==> src/rtl/cache_pkg.sv <==
// Shared encodings for the L1 request path: sequencer states, request-status bit indices,
// MESI block states, and the snoop request and response codes.
// Pure definitions; no timing or flow control of its own.
package cache_pkg;

    // Request sequencer state. Codes 6 and 7 are unused and recover to REQ_IDLE.
    typedef enum logic [2:0] {
        REQ_IDLE      = 3'd0,
        REQ_LOOKUP    = 3'd1,
        REQ_SDREQ     = 3'd2,
        REQ_WAIT      = 3'd3,
        REQ_RSP_CURSP = 3'd4,
        REQ_ERR       = 3'd5
    } req_st_e;

    // Bit positions inside the one-hot req_status vector.
    localparam int RS_READ_HIT   = 0;
    localparam int RS_WRITE_HIT  = 1;
    localparam int RS_READ_MISS  = 2;
    localparam int RS_WRITE_MISS = 3;

    // MESI block states.
    localparam logic [2:0] INVALID   = 3'd0;
    localparam logic [2:0] SHARED    = 3'd1;
    localparam logic [2:0] EXCLUSIVE = 3'd2;
    localparam logic [2:0] MODIFIED  = 3'd3;

    // Downstream snoop request types.
    localparam logic [2:0] SDREQ_NONE = 3'd0;
    localparam logic [2:0] SDREQ_READ = 3'd1;
    localparam logic [2:0] SDREQ_RFO  = 3'd2;
    localparam logic [2:0] SDREQ_INV  = 3'd3;

    // Downstream response types.
    localparam logic [2:0] SURSP_NONE  = 3'd0;
    localparam logic [2:0] SURSP_SNOOP = 3'd1;
    localparam logic [2:0] SURSP_FETCH = 3'd2;

endpackage

==> src/rtl/l1_req_timer.sv <==
// Timeout counter for the bus-response wait: cleared by load, counts up while en is high.
// Latency: expire is combinational from the count and is high when count == TIMEOUT_CYC-1.
// Backpressure: none; the count saturates at TIMEOUT_CYC and never wraps.
// Ports: clk, rst_n (sync, active low), load (clear), en (count), expire (deadline reached).
module l1_req_timer #(
    parameter int TIMEOUT_CYC = 255
) (
    input  logic clk,
    input  logic rst_n,
    input  logic load,
    input  logic en,
    output logic expire
);

    localparam int CW = $clog2(TIMEOUT_CYC + 1);
    localparam logic [CW-1:0] CNT_MAX = CW'(TIMEOUT_CYC);
    localparam logic [CW-1:0] CNT_EXP = CW'(TIMEOUT_CYC - 1);

    logic [CW-1:0] cnt_q;

    always_ff @(posedge clk) begin
        if (!rst_n || load) begin
            cnt_q <= '0;
        end else if (en && (cnt_q != CNT_MAX)) begin
            cnt_q <= cnt_q + CW'(1);
        end
    end

    assign expire = (cnt_q == CNT_EXP);

endmodule

==> src/rtl/l1_req_seq.sv <==
// Sequencer for one outstanding CPU request: lookup, optional snoop request, wait, state write, CPU response.
// Latency: a hit responds 2 cycles after accept; a miss adds the snoop handshake and the bus wait.
// Backpressure: cureq_ready only in REQ_IDLE; sdreq and cursp are held until accepted; timeout bounds the wait.
// Ports: CPU request (cureq_*), lookup result (lkup_*), FSM interface (req_status, req_curSt, blk_curSt,
//        sursp_q, fsm_*), snoop request (sdreq_*), bus response (sursp_*), block-state write (blk_wr_*),
//        CPU response (cursp_*).
module l1_req_seq
    import cache_pkg::*;
#(
    parameter int ADDR_W      = 32,
    parameter int TIMEOUT_CYC = 255
) (
    input  logic              clk,
    input  logic              rst_n,
    input  logic              cureq_valid,
    output logic              cureq_ready,
    input  logic              cureq_wr,
    input  logic [ADDR_W-1:0] cureq_addr,
    input  logic              lkup_hit,
    input  logic [2:0]        lkup_blkSt,
    output logic [3:0]        req_status,
    output logic [2:0]        req_curSt,
    output logic [2:0]        blk_curSt,
    output logic [2:0]        sursp_q,
    input  logic [2:0]        fsm_init_sdreq,
    input  logic [2:0]        fsm_blk_nxtSt,
    output logic              sdreq_valid,
    input  logic              sdreq_ready,
    output logic [2:0]        sdreq_op,
    output logic [ADDR_W-1:0] sdreq_addr,
    input  logic              sursp_valid,
    input  logic [2:0]        sursp_rsp,
    output logic              blk_wr_en,
    output logic [2:0]        blk_wr_st,
    output logic [ADDR_W-1:0] blk_wr_addr,
    output logic              cursp_valid,
    input  logic              cursp_ready,
    output logic              cursp_err
);

    req_st_e           state_q, state_d;
    logic              wr_q;
    logic              hit_q;
    logic [ADDR_W-1:0] addr_q;
    logic [2:0]        op_q;
    logic              first_q;     // first cycle after any state change
    logic              tmr_load;
    logic              tmr_en;
    logic              tmr_expire;

    l1_req_timer #(
        .TIMEOUT_CYC (TIMEOUT_CYC)
    ) u_timer (
        .clk    (clk),
        .rst_n  (rst_n),
        .load   (tmr_load),
        .en     (tmr_en),
        .expire (tmr_expire)
    );

    assign tmr_load = (state_q == REQ_SDREQ) && sdreq_ready;
    assign tmr_en   = (state_q == REQ_WAIT);

    always_comb begin
        state_d = state_q;
        case (state_q)
            REQ_IDLE:      if (cureq_valid) state_d = REQ_LOOKUP;
            // A write hit on a SHARED line still needs an invalidate on the bus.
            REQ_LOOKUP:    state_d = (lkup_hit && !(wr_q && (lkup_blkSt == SHARED)))
                                     ? REQ_RSP_CURSP : REQ_SDREQ;
            REQ_SDREQ:     if (sdreq_ready) state_d = REQ_WAIT;
            // A response arriving on the expiry cycle still completes normally.
            REQ_WAIT:      if (sursp_valid)     state_d = REQ_RSP_CURSP;
                           else if (tmr_expire) state_d = REQ_ERR;
            REQ_RSP_CURSP: if (cursp_ready) state_d = REQ_IDLE;
            REQ_ERR:       if (cursp_ready) state_d = REQ_IDLE;
            default:       state_d = REQ_IDLE;
        endcase
    end

    always_ff @(posedge clk) begin
        if (!rst_n) begin
            state_q   <= REQ_IDLE;
            first_q   <= 1'b0;
            wr_q      <= 1'b0;
            hit_q     <= 1'b0;
            addr_q    <= '0;
            op_q      <= SDREQ_NONE;
            blk_curSt <= INVALID;
            sursp_q   <= SURSP_NONE;
        end else begin
            state_q <= state_d;
            first_q <= (state_d != state_q);
            if ((state_q == REQ_IDLE) && cureq_valid) begin
                wr_q    <= cureq_wr;
                addr_q  <= cureq_addr;
                sursp_q <= SURSP_NONE;
            end
            if (state_q == REQ_LOOKUP) begin
                hit_q     <= lkup_hit;
                blk_curSt <= lkup_blkSt;
            end
            if (state_q == REQ_SDREQ) begin
                op_q <= sdreq_op;
            end
            if ((state_q == REQ_WAIT) && sursp_valid) begin
                sursp_q <= sursp_rsp;
            end
        end
    end

    // Status is meaningful only once the lookup result has been captured.
    always_comb begin
        req_status = '0;
        if ((state_q == REQ_SDREQ) || (state_q == REQ_WAIT) ||
            (state_q == REQ_RSP_CURSP) || (state_q == REQ_ERR)) begin
            case ({wr_q, hit_q})
                2'b01:   req_status[RS_READ_HIT]   = 1'b1;
                2'b11:   req_status[RS_WRITE_HIT]  = 1'b1;
                2'b00:   req_status[RS_READ_MISS]  = 1'b1;
                default: req_status[RS_WRITE_MISS] = 1'b1;
            endcase
        end
    end

    assign req_curSt   = state_q;
    assign cureq_ready = (state_q == REQ_IDLE);

    // The FSM's choice passes straight through on the first SDREQ cycle, then the captured copy
    // is held so the op cannot change while the request waits for acceptance.
    assign sdreq_valid = (state_q == REQ_SDREQ);
    assign sdreq_op    = (state_q != REQ_SDREQ) ? SDREQ_NONE :
                         (first_q ? fsm_init_sdreq : op_q);
    assign sdreq_addr  = addr_q;

    assign blk_wr_en   = (state_q == REQ_RSP_CURSP) && first_q;
    assign blk_wr_st   = blk_wr_en ? fsm_blk_nxtSt : INVALID;
    assign blk_wr_addr = addr_q;

    assign cursp_valid = (state_q == REQ_RSP_CURSP) || (state_q == REQ_ERR);
    assign cursp_err   = (state_q == REQ_ERR);

endmodule

==> config.mk <==
export PLATFORM = sky130hd
export DESIGN_NAME = l1_req_seq
export DESIGN_NICKNAME = d
export VERILOG_FILES = /design/src/rtl/cache_pkg.sv /design/src/rtl/l1_req_timer.sv /design/src/rtl/l1_req_seq.sv
export SDC_FILE = /design/constraint.sdc
export NUM_CORES = 1
export LEC_CHECK = 0
export ABC_AREA = 1
export CORE_ASPECT_RATIO = 0.75
export CORE_MARGIN = 2
export CORE_UTILIZATION = 39
export DETAILED_ROUTE_END_ITERATION = 8
export HOLD_SLACK_MARGIN = 0.15
export PLACE_DENSITY = 0.8
export REMOVE_ABC_BUFFERS = 1
export SYNTH_ARGS = -nofsm -noshare
export SYNTH_HDL_FRONTEND = slang
export SYNTH_SLANG_ARGS = --single-unit
export TNS_END_PERCENT = 1
==> constraint.sdc <==
create_clock -name clk -period 1.8 [get_ports clk]
set_input_delay 0.27 -clock clk [delete_from_list [all_inputs] [get_ports clk]]
set_output_delay 0.27 -clock clk [all_outputs]
set_load 0.02 [all_outputs]
==> results_dict.tcl <==
set metrics [dict create \
    grt_pass1_wl_um 11300 \
    cts_resized 27 \
    hpwl_um 5510 \
    end_kind "output pin" \
    timing.rr.end "u_timer.cnt_q[5]$_SDFFE_PP0P_" \
    reg2reg_depth 9 \
    finalHoldViolCount 0 \
    post_dp_cell_area_um2 3970 \
    clk_pin_slew_worst_paths_ps 90 \
    tritoncts "yes" \
    routed_wl_um 7330 \
    startpoint_type "flop" \
    fp.dieW_um 99.2 \
    h-tree-depth 2 \
    max_freq_mhz 561 \
    vias 2685 \
    ys_warn_count 0 \
    crit_fanout 6 \
    die_height_um 75.4 \
    die_area_um2 7480 \
    finClkSkew_ps 5.02 \
    reg2reg_slack_ps 290 \
    max_slew_margin 0.690 \
    final_util 0.626 \
    clockBufferDepth 2 \
    min_period_ps 1780 \
    swShare 0.302 \
    synth_seq_cells 55 \
    netlist.area_leader.share 0.415 \
    rows 25 \
    core_um2 6440 \
    required_ps 1530 \
    cts_buffers 5 \
    pwr-share-clk 0.261 \
    globalplace.congestion 0.812 \
    synth.distinct_cells 25 \
    yosysTopAreaCell "dfxtp_1" \
    p_seq_frac 0.444 \
    postCtsSetupBuffers 0 \
    grt_max_degree 44 \
    fin_crit_sh 0.990 \
    comb_power_share 0.295 \
    design_area_um2 4040 \
    grt_use_total 0.185 \
    avgSynthCellArea_um2 7.18 \
    p_switching_mw 0.922 \
    port_buffers 139 \
    crit_arrival_ps 1510 \
    drtPass1Iterations 5 \
    r2r_start "u_timer.cnt_q[1]$_SDFFE_PP0P_" \
    drt_iter0_drc 183 \
    synth_area_um2 2650 \
    peakVddDrop_uv 404 \
    ios 140 \
    setup_viol 0 \
    hold_buffers 0 \
    clock-sinks 55 \
    antenna_found_initial 0 \
    hold_path.class "flop to flop" \
    tightest_slew_ps 464 \
    synthCells 369 \
    drc 0 \
    holdWs_ps 475 \
    power_leakage_nw 1.65 \
    power_density_nw_per_um2 756 \
    grt-ovfl-total 0 \
    cts-root-buf "clkbuf_8" \
    min_path_cells 2 \
    slew_violations 0 \
    outcome "completed" \
    drt-vias-per-instance 4.74 \
    min-delay-start "op_q[0]$_SDFFE_PN0P_" \
    start_util 0.411 \
    synthToLayoutAreaGrowth_pct 52.3 \
    synth_area_leaders "dfxtp_1 42%, nand2_1 12%, buf_4 9.6%" \
    final_antenna_net_count 0 \
    final_nets 539 \
    holdPathEnd "op_q[0]$_SDFFE_PN0P_" \
    route.detailed.wl_per_inst_um 12.9 \
    drv_cap 0 \
    diodes 0 \
    grt_pass1_vias 2517 \
    ys_seq_area_frac 0.415 \
    layout-drive-gt1-share 0.115 \
    critical_path_class "flop to output pin" \
    clk_latency_ps 300 \
    internal_power_mw 2.13 \
    rsz0062_at_grt "yes" \
]
per-stage QoR:
stage,TNS [ps],cells,power (mW),setup slack [ps]
after global placement,-21.1,559,2.28,-8.63
final,0,566,3.05,17.8
after floorplan,-8570,321,1.78,-252
after detailed placement,-158,559,2.29,-47.7
after CTS,0,566,3.08,0.817
after global routing,-79.8,566,3.21,-79.8
state kept, by name, summed over array words and instances, names as in the netlist:
signal         cells
blk_wr_addr       32
sursp_q            3
req_curSt          3
op_q               3
first_q            1
blk_curSt          3
hit_q              1
wr_q               1
u_timer.cnt_q      8
synthesized netlist by cell type:
master / instances
nand2_2: 1
a211oi_1: 1
nand3_1: 44
clkbuf_1: 8
a21oi_1: 47
clkinv_1: 1
nor3_2: 1
inv_2: 3
nor3_1: 1
ha_1: 2
a31oi_1: 1
nand3_2: 1
nor2_4: 3
nor2_1: 23
nand2_1: 88
nand2_4: 1
dfxtp_1: 55
buf_4: 34
o21ai_0: 3
nand4_1: 2
and2_1: 1
buf_2: 6
inv_1: 34
a21oi_2: 3
xor2_1: 5
worst max path at each step:
stage | startpoint | end | slack (ps)
2_1_floorplan | req_curSt[0]$_SDFF_PN0_ | blk_wr_addr[0]$_SDFFE_PN0P_ | -250
3_3_place_gp | fsm_init_sdreq[2] | sdreq_op[2] | -9
3_5_place_dp | fsm_init_sdreq[2] | sdreq_op[2] | -50
4_1_cts | req_curSt[1]$_SDFF_PN0_ | blk_wr_st[2] | 0.8
5_1_grt | req_curSt[2]$_SDFF_PN0_ | sdreq_op[0] | -80
6_report | req_curSt[2]$_SDFF_PN0_ | sdreq_op[0] | 20
layout by cell type, fill, tap and decap left out, types with 3 or more instances in the layout:
| cell type | netlist | routed |
|---|---|---|
| a21oi_2 | 3 | 3 |
| clkdlybuf4s50_1 | 0 | 124 |
| a21oi_1 | 47 | 47 |
| clkbuf_2 | 0 | 7 |
| buf_4 | 34 | 19 |
| inv_2 | 3 | 3 |
| nand3_1 | 44 | 43 |
| dfxtp_2 | 0 | 3 |
| nand2_1 | 88 | 87 |
| o21ai_0 | 3 | 3 |
| dlygate4sd2_1 | 0 | 3 |
| nor2_1 | 23 | 21 |
| nor2_4 | 3 | 3 |
| inv_1 | 34 | 34 |
| xor2_1 | 5 | 5 |
| dfxtp_1 | 55 | 52 |
| clkbuf_8 | 0 | 5 |
| buf_2 | 6 | 3 |
worst max-delay path, stage by stage (launching register included):
cell and delay [ps]:
dfxtp_2 350, inv_2 80, nand2_1 120, nor2_4 140, inv_2 80, a21oi_2 120
clkdlybuf4s15_1 320
power groups by stage:
| stage | combinational, mW | sequential (mW) | clock [mW] |
|---|---|---|---|
| detailed placement | 0.911 | 1.38 | 0 |
| global route | 0.971 | 1.37 | 0.868 |
| finish | 0.901 | 1.36 | 0.795 |
| floorplan | 0.243 | 1.53 | 0 |
| CTS | 0.905 | 1.35 | 0.816 |
| global placement | 0.901 | 1.38 | 0 |
metal layers:
| metal | wire, um | vias to the layer above | GRT usage |
|---|---|---|---|
| met3 | 444 | 8 | 0.0404 |
| met5 | 0 | - | 0 |
| met2 | 3520 | 96 | 0.316 |
| li1 | - | 1366 | - |
| met4 | 78 | 0 | 0.0518 |
| met1 | 3280 | 1215 | 0.242 |
cell families (layout without fill, tap and decap cells):
kind of cell               count (synthesis)  in the layout  share of synthesized area
AOI/OAI and AO/OA                         55             55                      0.110
DFF                                       55             55                      0.415
adders and majority gates                  2              2                    0.00944
and+or+nand+nor                          166            166                      0.276
buffers and inverters                     86            202                      0.173
xor gates and xnor gates                   5              5                     0.0165
cell type report:
class | instances | area (um2)
clock buffers | 5 | 68.8
clock inverters | 2 | 37.5
fillers | 568 | 2410
inverters | 38 | 143
multi-input cells | 228 | 1110
flip-flops and latches | 55 | 1100
well taps | 81 | 101
repair buffers | 157 | 1470
No activity file was read; power rests on OpenSTA's default activity.
